<file path="src/rtl/pipe_hazard_ctrl.sv">
// Stall/flush controller for the 5-stage pipeline: load-use interlock,
// taken-branch flush and variable-latency data-memory stalls with timeout.
module pipe_hazard_ctrl #(
  parameter int DM_TIMEOUT  = 16,
  parameter int STALL_CNT_W = 16
) (
  input  logic                   clk,
  input  logic                   rst,
  input  logic [4:0]             ID_Rs,
  input  logic [4:0]             ID_Rt,
  input  logic                   ID_UsesRs,
  input  logic                   ID_UsesRt,
  input  logic                   EX_MemRead,
  input  logic                   EX_RfWr,
  input  logic [4:0]             EX_Rw,
  input  logic                   EX_BranchTaken,
  input  logic                   MEM_DmReq,
  input  logic                   DmReady,
  output logic                   PcWr,
  output logic                   IfIdWr,
  output logic                   IfIdFlush,
  output logic                   IdExWr,
  output logic                   IdExFlush,
  output logic                   ExMemWr,
  output logic                   MemWbBubble,
  output logic                   DmErr,
  output logic [STALL_CNT_W-1:0] StallCnt
);

  typedef enum logic {RUN, DM_WAIT} state_t;

  localparam logic [7:0] WCNT_LAST = 8'(DM_TIMEOUT - 1);

  state_t                 stateReg, stateNext;
  logic [7:0]             wCntReg, wCntNext;
  logic                   dmErrReg, dmErrNext;
  logic [STALL_CNT_W-1:0] stallCntReg;
  logic                   memStall, loadUse, freeze, keepBubble;

  assign memStall = MEM_DmReq & ~DmReady;
  assign loadUse  = EX_MemRead & EX_RfWr & (EX_Rw != 5'd0) &
                    ((ID_UsesRs & (ID_Rs == EX_Rw)) | (ID_UsesRt & (ID_Rt == EX_Rw)));

  always_comb begin
    stateNext  = stateReg;
    wCntNext   = wCntReg;
    dmErrNext  = dmErrReg;
    freeze     = 1'b0;
    keepBubble = 1'b0;
    case (stateReg)
      RUN: begin
        if (memStall) begin
          freeze    = 1'b1;
          stateNext = DM_WAIT;
          wCntNext  = 8'd1;
        end
      end
      DM_WAIT: begin
        // Only DmReady releases the wait; a dropped request just runs into the timeout.
        if (DmReady) begin
          stateNext = RUN;
        end else if (wCntReg == WCNT_LAST) begin
          keepBubble = 1'b1;
          dmErrNext  = 1'b1;
          stateNext  = RUN;
        end else begin
          freeze   = 1'b1;
          wCntNext = wCntReg + 8'd1;
        end
      end
      default: stateNext = RUN;
    endcase
  end

  always_comb begin
    PcWr        = 1'b1;
    IfIdWr      = 1'b1;
    IfIdFlush   = 1'b0;
    IdExWr      = 1'b1;
    IdExFlush   = 1'b0;
    ExMemWr     = 1'b1;
    MemWbBubble = 1'b0;
    if (rst) begin
      PcWr        = 1'b0;
      IfIdWr      = 1'b0;
      IfIdFlush   = 1'b1;
      IdExWr      = 1'b0;
      IdExFlush   = 1'b1;
      ExMemWr     = 1'b0;
      MemWbBubble = 1'b1;
    end else if (freeze) begin
      PcWr        = 1'b0;
      IfIdWr      = 1'b0;
      IdExWr      = 1'b0;
      ExMemWr     = 1'b0;
      MemWbBubble = 1'b1;
    end else begin
      MemWbBubble = keepBubble;
      // A taken branch flushes the ID instruction, so its load-use hazard is moot.
      if (EX_BranchTaken) begin
        IfIdFlush = 1'b1;
        IdExFlush = 1'b1;
      end else if (loadUse) begin
        PcWr      = 1'b0;
        IfIdWr    = 1'b0;
        IdExFlush = 1'b1;
      end
    end
  end

  always_ff @(posedge clk) begin
    if (rst) begin
      stateReg    <= RUN;
      wCntReg     <= 8'd0;
      dmErrReg    <= 1'b0;
      stallCntReg <= '0;
    end else begin
      stateReg <= stateNext;
      wCntReg  <= wCntNext;
      dmErrReg <= dmErrNext;
      if (!PcWr && (stallCntReg != {STALL_CNT_W{1'b1}}))
        stallCntReg <= stallCntReg + 1'b1;
    end
  end

  assign DmErr    = dmErrReg;
  assign StallCnt = stallCntReg;

endmodule

</file>
<file path="config.mk">
export PLATFORM = sky130hd
export DESIGN_NAME = pipe_hazard_ctrl
export DESIGN_NICKNAME = d
export VERILOG_FILES = /design/src/rtl/pipe_hazard_ctrl.sv
export SDC_FILE = /design/constraint.sdc
export NUM_CORES = 1
export LEC_CHECK = 0
export ABC_CLOCK_PERIOD_IN_PS = 3000
export CAP_MARGIN = 40
export CELL_PAD_IN_SITES_DETAIL_PLACEMENT = 1
export CELL_PAD_IN_SITES_GLOBAL_PLACEMENT = 1
export CORE_UTILIZATION = 36
export DETAILED_ROUTE_END_ITERATION = 10
export PLACE_DENSITY = 0.84
export SLEW_MARGIN = 5
export SYNTH_ARGS = -nofsm -noshare
export SYNTH_HDL_FRONTEND = slang
export SYNTH_SLANG_ARGS = --single-unit
</file>
<file path="constraint.sdc">
create_clock -name clk -period 3 [get_ports clk]
set_input_delay 0.3 -clock clk [delete_from_list [all_inputs] [get_ports clk]]
set_output_delay 0.3 -clock clk [all_outputs]
set_load 0.01 [all_outputs]
</file>
======== Yosys cells after proc, flatten, opt, wreduce, memory -nomap -nowiden ========
Index checks and enable logic that the tools add are counted.
storage, ports and cells
  bits in registers ....................... 26
  output and inout bits ................... 24
operators by class
  add/sub/neg operators ................... 2
  eq/ne operators ......................... 7
  multiplexer cells ....................... 26
  bitwise gates (word level) .............. 9
  reduce and logical (&&, ||, !) cells .... 5
operators by type and width
  cell                                                 count
  2-to-1 mux 8 bit                                     3
  2-to-1 mux 1 bit                                     21
  adder 16 x 1 -> 16 bit, second input constant        1
  inequality test 16 bit, second input constant        1
  one-hot mux 8 bit (2 select lines)                   1
  equality test 5 bit                                  2
  adder 8 x 1 -> 8 bit, second input constant          1
  equality test 8 x 4 -> 1 bit, second input constant  1
  bitwise AND 1 bit                                    6
  inequality test 2 bit, second input constant         3
  AND reduction 3 bit                                  2
  nonzero test 5 bit                                   1
  inverter 1 bit                                       2
  one-hot mux 1 bit (2 select lines)                   1
  logical AND 1 bit                                    1
  zero test 1 bit                                      1
  bitwise OR 1 bit                                     1

======== Depth between registers and ports, before layout ========
  depth after elaboration ................. 10
  mapped depth ............................ 9
  mapped depth without buffers ............ 6

======== Worst setup path after synthesis ========
No wires, ideal clock.
  path kind ............................... input-to-output
  from .................................... input EX_Rw[0]
  to ...................................... output PcWr
  arrival ................................. 1617 ps
  slack ................................... 1083 ps
  stages on the path ...................... 6
  buffers on the path ..................... 3
  cell sequence ........................... or3_1 > o311a_1 > a31oi_4 > buf_6 > buf_6 > buf_4
on the way
  longest elaborated chain between the ends .. 8
  elaborated cells between the ends (all ways) .. 12
ends and longest elaborated chain
  element                             line  source
  from (decl)                         15    input logic [4:0] EX_Rw,
  equality test 5 bit                 42    ((ID_UsesRs & (ID_Rs == EX_Rw)) | (ID_UsesRt & (ID_Rt == EX_Rw)));
  bitwise AND 1 bit                   42
  bitwise OR 1 bit                    42
  bitwise AND 1 bit (*)               41    assign loadUse = EX_MemRead & EX_RfWr & (EX_Rw != 5'd0) &
  2-to-1 mux 1 bit (*) (4 in series)  -
  to (decl)                           19    output logic PcWr,
Every way passes the cells marked *; elsewhere a longest branch is shown, timed or not.

======== Worst setup path after layout ========
  from .................................... input EX_Rw[0]
  to ...................................... output IfIdWr
on the way
  longest elaborated chain between the ends .. 8
  elaborated cells between the ends (all ways) .. 12
ends and longest elaborated chain
  element                line  source
  equality test 5 bit    42
  bitwise AND 1 bit      42
  bitwise OR 1 bit       42
  bitwise AND 1 bit (*)  41
  2-to-1 mux 1 bit (*)   103   end else if (loadUse) begin
  2-to-1 mux 1 bit (*)   100   if (EX_BranchTaken) begin
  2-to-1 mux 1 bit (*)   91    end else if (freeze) begin
  2-to-1 mux 1 bit (*)   83    if (rst) begin
  to (decl)              20    output logic IfIdWr,
Marks and branches as above.

==> impl_metrics.env <==
export IMPL_status="complete, no violations"
export IMPL_ys_seq_area_frac=0.3385
export IMPL_synth_area_leaders="dfxtp_1 (34%), xnor2_1 (6.3%), o31ai_1 (5.4%)"
export IMPL_path_cells="clkdlybuf4s50_1 -> or3_1 -> o311a_1 -> a31oi_4 -> clkdlybuf4s50_1"
export IMPL_dr_pass1_iters=2
export IMPL_final_cell_mix="clkdlybuf4s50_1 (47), dfxtp_1 (26), a21oi_1 (15)"
export IMPL_slowest_stage="clkdlybuf4s50_1"
export IMPL_path_clk_slew_ns=0.09
export IMPL_ir_worst_vdd_mv=0.1657
export IMPL_syn_area_per_cell_sq_um=8.688
export IMPL_path_buf_inv=2
export IMPL_antenna_found_initial=0
export IMPL_synth_enable_flop_cells=0
export IMPL_dp_slack_ns=0.2351
export IMPL_critPathMaxStageDelay_ns=0.59
export IMPL_drive_gt1_frac=0.08182
export IMPL_area_delta_synth_final_pct=34.99
export IMPL_use_met2=0.2838
export IMPL_fin_crit_sh=0.9075
export IMPL_hold_path_class="flip-flop to flip-flop"
export IMPL_hold_viol_final=0
export IMPL_critPathLaunch="EX_Rw[0]"
export IMPL_worstSkewPairLatency_ns=0.27
export IMPL_via_count=1471
export IMPL_cts_tree="yes"
export IMPL_layout_commonest_cell="clkdlybuf4s50_1"
export IMPL_final_area_sq_um=2076
export IMPL_p_leak_uw=0.0007259
export IMPL_globalplace_congestion=0.7621
export IMPL_synthCells=177
export IMPL_ys_seq_elements=26
export IMPL_maxCapViolCount=0
export IMPL_grt_pass1_vias=1305
export IMPL_postCtsSetupRepairBufs=0
export IMPL_critPathTopFamily="buffers and inverters"
export IMPL_start_util=0.3790
export IMPL_ctsRootBufferMaster="clkbuf_8"
export IMPL_die_h_um=67.36
export IMPL_reg2reg_to="StallCnt[14]"
export IMPL_max_slew_margin_rel=0.7056
export IMPL_synth_area_leader_cell="dfxtp_1"
export IMPL_finalSetupTns_ns=0
export IMPL_synth_area_sq_um=1538
export IMPL_min_period_ns=2.722
export IMPL_synth_warnings=0
export IMPL_slew_violations=0
export IMPL_synth_cell_type_count=42
export IMPL_cpMostUsedCell="clkdlybuf4s50_1"
export IMPL_htree_num_levels=1
export IMPL_wl_per_cell_um=14.21
export IMPL_fin_worst_skew_ns=0.001934
export IMPL_r2r_start="wCntReg[4]"
export IMPL_synthArstFlopShare=0
export IMPL_port_buffers=47
export IMPL_synthesis_nets=203
export IMPL_ys_flop_type="dfxtp_1"
export IMPL_numCtsBuffers=3
export IMPL_grt_ovfl_total=0
export IMPL_num_antenna_cells=0
export IMPL_busiest_layer="met2"
export IMPL_max_freq_mhz=367.3
export IMPL_rsz0062_at_grt="false"
export IMPL_required_ns=2.70
export IMPL_grt_max_degree=26
export IMPL_grt_first_pass_wirelength_um=5844
export IMPL_clockBufferDepth=2
export IMPL_yosysTopAreaCellShare=0.3385
export IMPL_antenna_left=0
export IMPL_cts_resized=0
export IMPL_holdBufCountCts=0
export IMPL_worstSetupEndpointType="primary output"
export IMPL_worstSetupEndpoint="IfIdWr"
export IMPL_final_core_util=0.5116
export IMPL_route_detailed_drc=0
export IMPL_rows=23
export IMPL_ioPinCount=48
export IMPL_grt_use_total=0.1714
export IMPL_avgViaCountPerCell=5.448
export IMPL_p_per_area_nw_per_um2=342.4
export IMPL_worstPathMaxFanout=7
export IMPL_place_area_sq_um=2021
export IMPL_nNetsFinal=247
export IMPL_r2r_slack_ns=0.85
export IMPL_routed_wl_um=3837
export IMPL_fin_ws_ns=0.2776
export IMPL_r2r_cells=7
export IMPL_grt_use_met1=0.2181
export IMPL_critPathLaunchType="input pin"
export IMPL_worst_pin_slew_ns=0.4402
export IMPL_cp_arrival_ns=2.42
export IMPL_die_width_um=67.36
export IMPL_setup_viol=0
export IMPL_core_area_sq_um=4058
export IMPL_cts_sinks=26
export IMPL_met3_usage=0.03378
export IMPL_fp_dieArea_sq_um=4537
export IMPL_critical_path_class="input pin to primary output"
export IMPL_cp_num_cells=5
export IMPL_drt_iter0_drc=46
export IMPL_place_hpwl_um=2885
through the flow:
| step | power, uW | hold slack, ns | std cells |
|---|---|---|---|
| floorplan | 427.3 | 0.4444 | 177 |
| global placement | 486.6 | 0.4587 | 266 |
| detailed placement | 489.9 | 0.4868 | 266 |
| CTS | 719.3 | 0.5018 | 270 |
| global route | 745.0 | 0.5208 | 270 |
| finish | 710.7 | 0.4953 | 270 |
worst register-to-register path, cell delays in order, from the launching register on:
cell and delay (ns):
dfxtp_1 0.36, nor4_2 0.32, a41oi_1 0.18, a21o_2 0.28, a31oi_4 0.26, buf_4 0.28
nor4_2 0.09, mux2_4 0.29
cell type report:
class                      count  area, sq um
sequential                    26        520.5
tap                           50        62.56
inverter                       4        15.01
multi-input combinational    133        907.1
timing repair buffer          53        515.5
clock buffer                   4        55.05
fill                         474         1982
synth_stat cells (2+ instances only):
cell type and count:
inv_1 4, xor2_1 5, dfxtp_1 26, or3_1 2, buf_4 5, ha_1 2, nand4_1 7, nor2_1 12
nor4_2 2, a21oi_1 15, and2_1 2, nand3_1 8, o31ai_1 11, nor4_1 2, o21ai_1 2, nand2_1 11
clkbuf_1 4, xnor2_1 11, o21bai_1 3, buf_6 3, or4_1 11, a41oi_1 2, nor2b_1 3, and3_1 6
flip-flops by register name (all words and copies together) (netlist names):
signal and cells:
DmErr 1, stateReg 1, StallCnt 16, wCntReg 8
layer usage:
| layer | wire length [um] | part of all wire |
|---|---|---|
| met4 | 55 | 0.014 |
| met5 | 0 | 0 |
| met1 | 1797 | 0.47 |
| met3 | 150 | 0.039 |
| met2 | 1835 | 0.48 |
kinds of logic after synthesis:
group / share of synthesized area
xor gates and xnor gates: 0.09113
buffers and inverters: 0.07159
DFF: 0.3385
AOI/OAI and AO/OA: 0.1847
muxes: 0.01708
and+or+nand+nor: 0.2807
adders and majority gates: 0.01627
worst min path at each step:
stage	from	depth (start not counted)	slack (ns)	endpoint
4_1_cts	wCntReg[1]	2	0.50	wCntReg[1]
3_3_place_gp	wCntReg[1]	2	0.46	wCntReg[1]
5_1_grt	wCntReg[1]	2	0.52	wCntReg[1]
3_5_place_dp	wCntReg[1]	2	0.49	wCntReg[1]
6_report	wCntReg[1]	2	0.50	wCntReg[1]
2_1_floorplan	wCntReg[1]	2	0.44	wCntReg[1]
report_power, final:
part           internal [uW]  leakage [uW]  switching, uW
combinational           70.9      0.000487           54.8
sequential               350      0.000210           5.61
clock                    117     0.0000288            112
total                    538      0.000726            173
Power figures use the tool's default switching activity.
